$ cat src/rtl/r_ptr_empty_ctrl.sv
// rtl/r_ptr_empty_ctrl.sv - FIFO read-domain pointer, write-pointer sync and empty/level status
// Optional sticky underflow detection: define R_UNDERFLOW_DET_EN.
module r_ptr_empty_ctrl #(
    parameter int ADDRESS_SIZE = 4,
    parameter int SYNC_STAGES  = 2,
    parameter int AEMPTY_LEVEL = 2
) (
    input  logic                    r_clk,
    input  logic                    rrst_n,
    input  logic                    r_en,
    input  logic [ADDRESS_SIZE:0]   w_ptr,
    output logic [ADDRESS_SIZE:0]   r_ptr,
    output logic [ADDRESS_SIZE-1:0] r_addr,
    output logic                    r_empty,
    output logic                    r_aempty,
    output logic [ADDRESS_SIZE:0]   r_count,
    output logic                    r_underflow
);

    localparam int P = ADDRESS_SIZE + 1;
    localparam logic [P-1:0] AEMPTY_LVL = P'(AEMPTY_LEVEL);

    logic [P-1:0] r_bin;
    logic [P-1:0] r_bnext;
    logic [P-1:0] r_gnext;
    logic [P-1:0] rq_wptr;
    logic [P-1:0] rq_wbin;
    logic [P-1:0] lvl_next;
    logic [P-1:0] sync_q [SYNC_STAGES];
    logic         rd_ok;

    assign rd_ok   = r_en & ~r_empty;
    assign r_bnext = r_bin + {{ADDRESS_SIZE{1'b0}}, rd_ok};
    assign r_gnext = r_bnext ^ (r_bnext >> 1);
    assign r_addr  = r_bin[ADDRESS_SIZE-1:0];
    assign rq_wptr = sync_q[SYNC_STAGES-1];

    // Each binary bit is the XOR of all Gray bits at and above it.
    always_comb begin
        rq_wbin = '0;
        for (int i = 0; i < P; i++) begin
            rq_wbin[i] = ^(rq_wptr >> i);
        end
    end

    assign lvl_next = rq_wbin - r_bnext;

    always_ff @(posedge r_clk) begin
        if (!rrst_n) begin
            for (int i = 0; i < SYNC_STAGES; i++) begin
                sync_q[i] <= '0;
            end
        end else begin
            sync_q[0] <= w_ptr;
            for (int i = 1; i < SYNC_STAGES; i++) begin
                sync_q[i] <= sync_q[i-1];
            end
        end
    end

    // Flags compare against the next pointer so the last read raises empty
    // on the same edge that the address advances.
    always_ff @(posedge r_clk) begin
        if (!rrst_n) begin
            r_bin    <= '0;
            r_ptr    <= '0;
            r_empty  <= 1'b1;
            r_aempty <= 1'b1;
            r_count  <= '0;
        end else begin
            r_bin    <= r_bnext;
            r_ptr    <= r_gnext;
            r_empty  <= (r_gnext == rq_wptr);
            r_aempty <= (lvl_next <= AEMPTY_LVL);
            r_count  <= lvl_next;
        end
    end

`ifdef R_UNDERFLOW_DET_EN
    always_ff @(posedge r_clk) begin
        if (!rrst_n) begin
            r_underflow <= 1'b0;
        end else if (r_en && r_empty) begin
            r_underflow <= 1'b1;
`ifndef SYNTHESIS
            if (!r_underflow) begin
                $error("r_ptr_empty_ctrl: read requested while empty");
            end
`endif
        end
    end
`else
    assign r_underflow = 1'b0;
`endif

endmodule

$ cat config.mk
export PLATFORM = sky130hd
export DESIGN_NAME = r_ptr_empty_ctrl
export DESIGN_NICKNAME = d
export VERILOG_FILES = /design/src/rtl/r_ptr_empty_ctrl.sv
export SDC_FILE = /design/constraint.sdc
export NUM_CORES = 1
export LEC_CHECK = 0
export CAP_MARGIN = 20
export CORE_MARGIN = 4
export CORE_UTILIZATION = 30
export DETAILED_ROUTE_END_ITERATION = 8
export PLACE_DENSITY = 0.54
export SYNTH_ARGS = -nofsm -noshare
export SYNTH_HDL_FRONTEND = slang
export SYNTH_SLANG_ARGS = --single-unit
$ cat constraint.sdc
create_clock -name r_clk -period 5.59 [get_ports r_clk]
set_input_delay 1.118 -clock r_clk [delete_from_list [all_inputs] [get_ports r_clk]]
set_output_delay 1.118 -clock r_clk [all_outputs]
set_load 0.01 [all_outputs]
==> flow_summary.yaml <==
status:
  status: "finished, final reports clean"
timing:
  fmax_mhz: 256
  finalCriticalPeriod_ps: 3910
  fin_tns_setup_ps: 0
  slew_headroom: 0.514
  setup_violations: 0
  fin_crit_sh: 0.700
  rsz0062_at_grt: "false"
  worstMarginPinSlew_ps: 727
  skew_ps: 1.06
  maxSlewViolCount: 0
  whs_ps: 436
  hold_viol_final: 0
synth:
  syn_nets: 138
  ys_types: 35
  synth_warnings: 0
  synth_edf_count: 0
  avgSynthCellArea_um2: 10.1
  syn-cell-area_um2: 1260
  async_flop_share: 0
  synth_seq_cells: 26
  synth_flop_cell: "dfxtp_1"
  ys_seq_area_frac: 0.412
  synthCells: 125
clocking:
  post_cts_buffers: 0
  clk_latency_ps: 270
  cts_root_buf: "clkbuf_8"
  htreeDepth: 1
  cts.path.max_buffers: 2
  tritoncts: "done"
  cts.clk_slew.worst_paths_ps: 80
  cts_made_buffers: 3
  clock_sinks: 26
  cts_resized: 0
  postCtsHoldBufs: 0
die:
  ios: 25
  dieArea_um2: 5310
  row_count: 23
  die_w_um: 72.9
  placeableCoreArea_um2: 4030
  die_y_um: 72.9
  start_util: 0.314
placement:
  gp_congestion: 0.864
  portBuffers: 23
  hpwlAfterDp_um: 1720
critical_path:
  cp_top_family: "compound AO/OA/AOI/OAI gates"
  cp_max_fo: 6
  end_kind: "register"
  max_stage_delay_ps: 490
  crit_slowest_cell: "xnor2_1"
  reg2reg_slack_ps: 2670
  crit_type: "in -> reg"
  start_kind: "input pin"
  rr_worst_depth: 10
  crit_required_ps: 5770
  crit_end: "r_aempty"
  worstPathArrival_ps: 4090
  crit_path_start: "r_en"
  path_cells: "clkdlybuf4s50_1, nor2b_1, ha_1, ha_1, xnor2_1, ha_1, nor2_1, a221o_1, o221a_1, a31o_1, a2111oi_4"
  worst-path-stages: 11
  r2r_end: "r_aempty"
  crit_top_cell: "ha_1"
  cp.buffers_inverters: 1
  r2r_start: "r_empty"
detailed_routing:
  vias: 909
  first_iter_violations: 27
  drcViolationCount: 0
  drt-total-wl_um: 2320
  firstDrtPassIters: 4
  route.antenna.remaining_nets: 0
  post_drt_wl_per_cell_um: 11.8
  vias_per_cell: 4.64
cells_and_area:
  syn_to_final_growth_pct: 24.6
  multiInputGateArea_um2: 701
  final_common_cell: "dfxtp_1"
  fin_nets: 161
  fillCellCount: 408
  drive_above_1_share: 0.0685
  final_cell_mix: "dfxtp_1 (26), clkdlybuf4s50_1 (23), and2_1 (20)"
  insertedDiodeCount: 0
  regArea_um2: 520
pwr:
  ir_drop_uv: 116
  p_total_mw: 0.429
  leakage_nw: 0.588
  cellPowerDensity_nw_per_um2: 273
grt:
  grt_start_max_net_pins: 27
  antenna_found_initial: 0
  grt_pass1_vias: 928
  grt.overflow.total: 0
  grtUsageTotal: 0.0996
  grt_pass1_wl_um: 4110
worst_hold_path:
  hp-class: "reg -> reg"
flow_run:
  cap_violations: 0
stage by stage:
stage,setup WS (ps),cell area (um2),std cells,util
after floorplan,2050,1260,125,-
after global placement,1490,1530,193,0.380
after detailed placement,1400,1530,193,0.380
after CTS,1660,1570,196,0.391
after global routing,1520,1570,196,0.391
final,1680,1570,196,0.391
worst min-delay path by stage:
stage / to / slack, ps / start / depth (start not counted)
final: sync_q[0][9] / 440 / sync_q[0][4] / 1
after global routing: sync_q[0][7] / 450 / sync_q[0][2] / 1
after CTS: sync_q[0][9] / 440 / sync_q[0][4] / 1
after detailed placement: sync_q[0][9] / 420 / sync_q[0][4] / 1
after global placement: sync_q[0][8] / 410 / sync_q[0][3] / 1
after floorplan: sync_q[0][5] / 410 / sync_q[0][0] / 1
where the power goes:
group,internal (mW),switching [mW]
combinational,0.0655,0.0523
sequential,0.202,0.00626
clock,0.0483,0.0552
total,0.315,0.114
cell families after synthesis:
kind of cell | Yosys count | share of synthesized area
AO/OA/AOI/OAI | 20 | 0.137
XOR/XNOR | 22 | 0.175
adder cells (fa/ha/maj) | 5 | 0.0495
buffers and inverters | 10 | 0.0337
flip-flops | 26 | 0.412
multiplexers | 2 | 0.0168
other | 1 | 0.00297
AND/OR/NAND/NOR | 39 | 0.173
state kept, by name (all words and copies together), names as in the netlist:
signal / cells
sync_q: 10
r_count: 5
r_bin: 4
r_ptr: 5
r_aempty: 1
r_empty: 1
routing by layer:
metal,GRT usage,vias to the layer above,routed length [um]
met3,0.0234,4,115
met4,0.0492,0,49
met5,0,-,0
met2,0.164,20,1050
met1,0.121,428,1100
li1,-,457,-
synth_stat cells, types with 2 or more instances:
library cell / n / area (um2)
dfxtp_1: 26 / 521
o211ai_1: 2 / 15.0
inv_1: 5 / 18.8
a211oi_1: 3 / 22.5
o21ai_0: 3 / 15.0
nand3_1: 2 / 10.0
nand2_1: 4 / 15.0
nor2_1: 5 / 18.8
nor2b_1: 3 / 18.8
a21oi_1: 2 / 10.0
and2_1: 20 / 125
nor3_1: 3 / 15.0
ha_1: 5 / 62.6
clkbuf_1: 3 / 11.3
a21boi_0: 2 / 15.0
xor2_1: 4 / 35.0
xnor2_1: 15 / 131
cell type report:
type,count,share of cell area
multi-input cells,89,0.445
repair buffers,23,0.146
flip-flops and latches,26,0.331
inverters,5,0.0119
well taps,50,0.0397
clock buffers,3,0.0262
(Power assumes the default switching activity.)
